$ cat config.mk
export PLATFORM = sky130hd
export DESIGN_NAME = johnson_seq_ctrl
export DESIGN_NICKNAME = d
export VERILOG_FILES = /design/src/rtl/johnson_seq_ctrl.sv
export SDC_FILE = /design/constraint.sdc
export NUM_CORES = 1
export LEC_CHECK = 0
export BUFFER_PORTS_ARGS = -buffer_cell sky130_fd_sc_hd__buf_2
export CAP_MARGIN = 20
export CORE_MARGIN = 5
export CORE_UTILIZATION = 31
export CTS_CLUSTER_DIAMETER = 40
export CTS_CLUSTER_SIZE = 25
export DETAILED_ROUTE_END_ITERATION = 10
export PLACE_DENSITY_LB_ADDON = 0.25
export SYNTH_ARGS = -nofsm -noshare
export SYNTH_HDL_FRONTEND = slang
export SYNTH_SLANG_ARGS = --single-unit
$ cat constraint.sdc
create_clock -name clk -period 1.8 [get_ports clk]
set_clock_uncertainty 0.1 [all_clocks]
set_input_delay 0.09 -clock clk [delete_from_list [all_inputs] [get_ports clk]]
set_output_delay 0.09 -clock clk [all_outputs]
set_load 0.03 [all_outputs]
$ cat src/rtl/johnson_seq_ctrl.sv
// Johnson (twisted-ring) counter sequencer with start/done handshake, hold, abort and checked parallel load.
// Define JC_PHASE_DECODE_EN to add the one-hot phase_oh output decoded from adjacent Q bit pairs.
module johnson_seq_ctrl #(
    parameter int BITS  = 4,
    parameter int CNT_W = 8,
    parameter int IDX_W = $clog2(2*BITS)
) (
    input  logic             clk,
    input  logic             reset_n,
    input  logic             start,
    input  logic             dir,
    input  logic [CNT_W-1:0] steps,
    input  logic             hold,
    input  logic             abort,
    input  logic             load,
    input  logic [BITS-1:0]  load_val,
    input  logic             err_clr,
    output logic [BITS-1:0]  Q,
    output logic [IDX_W-1:0] phase_idx,
    output logic             busy,
    output logic             done,
    output logic             wrap,
`ifdef JC_PHASE_DECODE_EN
    output logic [2*BITS-1:0] phase_oh,
`endif
    output logic             err
);

    localparam int TWO_B = 2 * BITS;

    typedef enum logic [1:0] {
        S_IDLE,
        S_RUN,
        S_PAUSE,
        S_DONE
    } state_e;

    state_e           state_q, state_d;
    logic [BITS-1:0]  q_q, q_d;
    logic [CNT_W-1:0] remaining_q, remaining_d;
    logic             dir_q, dir_d;
    logic             wrap_q, wrap_d;
    logic             err_q, err_d;

    logic [BITS-1:0]  fwdNext;
    logic [BITS-1:0]  revNext;
    logic [BITS-1:0]  advNext;
    logic             loadLegal;
    logic             qLegal;
    logic [IDX_W:0]   popCnt;
    logic [IDX_W:0]   idxWide;

    // A legal Johnson value has at most one place where neighbouring bits differ.
    function automatic logic isLegal(input logic [BITS-1:0] v);
        int edges;
        edges = 0;
        for (int i = 0; i < BITS - 1; i++) begin
            if (v[i] != v[i+1]) begin
                edges++;
            end
        end
        return (edges <= 1);
    endfunction

    assign fwdNext   = {~q_q[0], q_q[BITS-1:1]};
    assign revNext   = {q_q[BITS-2:0], ~q_q[BITS-1]};
    assign advNext   = dir_q ? revNext : fwdNext;
    assign loadLegal = isLegal(load_val);
    assign qLegal    = isLegal(q_q);

    always_comb begin
        popCnt = '0;
        for (int i = 0; i < BITS; i++) begin
            popCnt = popCnt + {{IDX_W{1'b0}}, q_q[i]};
        end
    end

    // Upper half of the cycle (MSB cleared, Q non-zero) counts down from 2*BITS.
    always_comb begin
        if (q_q[BITS-1] || (q_q == '0)) begin
            idxWide = popCnt;
        end else begin
            idxWide = (IDX_W+1)'(TWO_B) - popCnt;
        end
    end

    assign phase_idx = idxWide[IDX_W-1:0];

    always_ff @(posedge clk or negedge reset_n) begin
        if (!reset_n) begin
            state_q     <= S_IDLE;
            q_q         <= '0;
            remaining_q <= '0;
            dir_q       <= 1'b0;
            wrap_q      <= 1'b0;
            err_q       <= 1'b0;
        end else begin
            state_q     <= state_d;
            q_q         <= q_d;
            remaining_q <= remaining_d;
            dir_q       <= dir_d;
            wrap_q      <= wrap_d;
            err_q       <= err_d;
        end
    end

    always_comb begin
        state_d     = state_q;
        q_d         = q_q;
        remaining_d = remaining_q;
        dir_d       = dir_q;
        wrap_d      = 1'b0;
        err_d       = err_q;

        if (err_clr) begin
            err_d = 1'b0;
        end

        unique case (state_q)
            S_IDLE: begin
                if (start) begin
                    if (steps != '0) begin
                        remaining_d = steps;
                        dir_d       = dir;
                        state_d     = S_RUN;
                    end else begin
                        state_d = S_DONE;
                    end
                end else if (load) begin
                    // An illegal load parks Q at phase 0; the error set overrides a same-edge clear.
                    if (loadLegal) begin
                        q_d = load_val;
                    end else begin
                        q_d   = '0;
                        err_d = 1'b1;
                    end
                end
            end

            S_RUN: begin
                if (abort) begin
                    state_d = S_IDLE;
                end else if (hold) begin
                    state_d = S_PAUSE;
                end else begin
                    q_d         = advNext;
                    wrap_d      = (advNext == '0);
                    remaining_d = remaining_q - CNT_W'(1);
                    if (remaining_q == CNT_W'(1)) begin
                        state_d = S_DONE;
                    end
                end
            end

            S_PAUSE: begin
                if (abort) begin
                    state_d = S_IDLE;
                end else if (!hold) begin
                    state_d = S_RUN;
                end
            end

            S_DONE: begin
                state_d = S_IDLE;
            end

            default: begin
                state_d = S_IDLE;
            end
        endcase
    end

    assign Q    = q_q;
    assign busy = (state_q == S_RUN) || (state_q == S_PAUSE);
    assign done = (state_q == S_DONE);
    assign wrap = wrap_q;
    assign err  = err_q;

`ifdef JC_PHASE_DECODE_EN
    // Each phase is identified by where its single 1/0 boundary sits, or by both ends for the all-0/all-1 phases.
    always_comb begin
        phase_oh = '0;
        if (qLegal) begin
            phase_oh[0]    = ~q_q[BITS-1] & ~q_q[0];
            phase_oh[BITS] =  q_q[BITS-1] &  q_q[0];
            for (int k = 1; k < BITS; k++) begin
                phase_oh[k]      =  q_q[BITS-k] & ~q_q[BITS-k-1];
                phase_oh[BITS+k] = ~q_q[BITS-k] &  q_q[BITS-k-1];
            end
        end
    end
`else
    logic unusedLegal;
    assign unusedLegal = qLegal;
`endif

endmodule

==> results.tsv <==
stage	metric	value	unit
timing	Rel. slew slack	71.4	%
critical_path	worst path bufs/invs	2	
cells_and_area	ANT cells	0	
logic_synthesis	Syn Inst Count	160	
status	violated checks	negative setup slack	
clock_network	CTS tree	yes	
route	# DRC	0	
critical_path	reg2reg setup slack	-0.12	ns
route	Pre-Repair DR Iteration Count	4	
logic_synthesis	largest family of logic cells by synthesized area	simple AND/OR/NAND/NOR gates	
die	Ports	31	
route	via/cell ratio	5.15	
logic_synthesis	async set-reset flop share out of synthesis	100	%
critical_path	Crit-path slowest cell	fa_1	
placed_design	gpl congestion	0.805	
logic_synthesis	Post-Synthesis Mean Instance Area	8.58	sq um
timing	Min Clock Period, post-route	2.45	ns
critical_path	Crit Path Class	reg -> out	
logic_synthesis	count of warnings emitted by yosys	0	
grt	total track usage	13.9	%
critical_path	Worst path top cell family by delay	adder cells	
route	DRT iter0 DRCs	83	
critical_path	worst-path maximum fanout	2	
hold_path	Endpoint, Worst Hold	err	
critical_path	Req. time, crit path	1.61	ns
die	Initial Utilization	31.7	%
route	average wire per standard cell	13.9	um
critical_path	crit path launch type	flip-flop	
clock_network	Num Clock Sinks	17	
placed_design	hpwl dp	3.00	mm
logic_synthesis	Synth area leaders	dfrtp_1 (31%), ha_1 (11%), inv_1 (4.1%)	
timing	Max Slew Vio Count	0	
job	Max-Cap Viols	0	
logic_synthesis	sequential element share of the synthesized area	31.0	%
critical_path	CP peak stage delay	0.52	ns
critical_path	worst path cell trace	fa_1 -> ha_4 -> ha_4 -> inv_4 -> ha_4 -> nor2b_4 -> xor2_4 -> buf_6	
critical_path	Reg-to-Reg End	remaining_q[7]	
cells_and_area	FILL cells	441	
critical_path	reg2reg start	state_q[1]	
die	Total Die Area	5860	sq um
clock_network	CTS Buf Count	3	
hold_path	Hold Path Class	in -> reg	
status	outcome	complete, but fails checks	
timing	Least-Margin Pin Slew	0.429	ns
logic_synthesis	compound-cell area share of the yosys netlist	20.1	%
cells_and_area	FF+latch area	429	sq um
hold_path	Hold Crit Depth	3	
timing	post-route clock period utilization	136	%
die	FP Rows	24	
logic_synthesis	Post-Syn Nets	193	
cells_and_area	Nets	261	
grt	initial antenna violation count	0	
route	vias	1436	
critical_path	Reg2Reg Depth	7	
grt	GR Overflow Total	0	
logic_synthesis	area share of the largest cell type after synthesis	31.0	%
placed_design	Buffers on Ports	30	
timing	fin worst setup slack	-0.645	ns
cells_and_area	commonest non-fill, non-tap cell in the layout	buf_4	
hold_path	worst hold start	err_clr	
logic_synthesis	multiplexer share of the synthesized area	3.92	%
logic_synthesis	Yosys cell types	41	
timing	hold slack final	0.0139	ns
critical_path	Critical Path AT	2.26	ns
critical_path	endpoint class of the critical path	output port	
route	Routed WL	3.89	mm
grt	first-pass GRT wire length	6.70	mm
timing	final setup vio count	12	
logic_synthesis	FF+latch count, synth	17	
logic_synthesis	Synth Area in Adders	12.4	%
logic_synthesis	xor-xnor portion of the synthesized cell area	2.55	%
grt	vias in the first global route	1437	
critical_path	cell mode on critical path	ha_4	
logic_synthesis	Primary FF master, synth	dfrtp_1	
cells_and_area	share of layout cells above drive strength 1	49.3	%
logic_synthesis	Syn Std Cell Area	1370	sq um
clock_network	CTS Buffer Depth	2	
timing	Hold Vio Cnt, Final	0	
timing	Peak Freq	409	MHz
clock_network	Clock transition at path regs	0.07	ns
clock_network	Root Driver	clkbuf_8	
timing	RSZ-0062 raised after global routing	true	
cells_and_area	Multi-input gate area	1070	sq um
die	core area	4320	sq um
route	Final ANT Viol Nets	0	
logic_synthesis	area leader, netlist	dfrtp_1	
die	die height	76.5	um
grt	largest net degree at the start of global routing	18	
die	Die Wd	76.5	um
logic_synthesis	Synth Area in Simple Gates	23.7	%
cells_and_area	most frequent cells in the layout	buf_4 (30), buf_2 (27), dfrtp_1 (14), inv_1 (12), nor2_1 (10)	
clock_network	H-tree depth	1	
cells_and_area	synth-to-layout area growth	57.5	%
logic_synthesis	Post-synth EDFFs	0	
clock_network	worst-skew pair later-pin latency	0.26	ns
layer usage:
metal  wire [um]  up-vias  global-route usage (%)
met5           0        -                       0
met4          29        0                    3.15
met3         170        4                    3.43
met2        2010       27                    24.1
met1        1680      683                    17.1
li1            -      722                       -
worst reg2reg max path, stage by stage (launching register included):
cell and delay, ns:
dfrtp_1 0.39, inv_2 0.08, ha_4 0.13, or3b_4 0.39, buf_6 0.14, a21oi_4 0.20, nand2_2 0.12, a211o_1 0.26
registers in the layout, indices dropped and copies added, names as in the netlist:
name and count:
remaining_q 8, dir_q 1, state_q 2, wrap 1, Q 4, err 1
layout make-up:
| cell class | count | share of cell area, % |
|---|---|---|
| flip-flops and latches | 17 | 19.8 |
| inverters | 15 | 2.89 |
| clock buffers | 4 | 2.08 |
| multi-input cells | 122 | 49.4 |
| repair buffers | 69 | 22.7 |
| well taps | 52 | 3.01 |
repair_timing:
action	4_1_cts	5_1_grt
gates cloned	1	0
setup endpoints to repair	16	17
hold buffers	3	0
endpoints found under the hold margin	19	0
resized for setup	31	14
buffers inserted	2	3
pin swaps	12	9
metrics by stage:
| step | setup slack [ns] | setup TNS [ns] | cells | util, % | cell area [sq um] |
|---|---|---|---|---|---|
| floorplan | -0.439 | -0.880 | 160 | - | 1480 |
| global placement | -0.414 | -1.33 | 268 | 44.0 | 1900 |
| detailed placement | -0.434 | -1.60 | 268 | 44.0 | 1900 |
| CTS | -0.666 | -1.76 | 278 | 48.8 | 2110 |
| global route | -0.711 | -2.94 | 279 | 50.0 | 2160 |
| finish | -0.645 | -1.56 | 279 | 50.0 | 2160 |
kinds of logic (layout without fill, tap and decap cells):
logic type,Yosys count,after routing
DFF,17,17
AOI/OAI and AO/OA,39,39
xor gates and xnor gates,4,4
muxes,5,5
adders and majority gates,13,13
buffers and inverters,21,88
and+or+nand+nor,61,61
how the worst max path moves through the flow:
| stage | start | to | slack (ns) | cells after the start |
|---|---|---|---|---|
| 2_1_floorplan | Q[1] | phase_idx[2] | -0.44 | 7 |
| 3_3_place_gp | Q[1] | phase_idx[2] | -0.41 | 8 |
| 3_5_place_dp | Q[1] | phase_idx[2] | -0.43 | 8 |
| 4_1_cts | Q[3] | phase_idx[2] | -0.67 | 8 |
| 5_1_grt | Q[1] | phase_idx[2] | -0.71 | 8 |
| 6_report | Q[1] | phase_idx[2] | -0.65 | 8 |
cell usage after synthesis (2+ instances only):
cell	instances
a21oi_1	7
nand2_1	5
nor2b_1	3
mux2_1	2
o21ai_1	2
nand2b_1	5
nor4_1	3
a41oi_1	6
xnor2_1	2
dfrtp_1	17
and3_1	6
nor2_1	15
o21ai_0	6
ha_1	12
o211ai_1	2
clkbuf_1	5
nor3_1	5
inv_1	15
nand4_1	6
nand3_1	6
a31oi_1	5
xor2_1	2
and2b_1	2
mux2i_1	2
o31ai_1	3
Power is not shown: default switching activity piles up to over one toggle a cycle in this logic, so the estimate is an artifact.
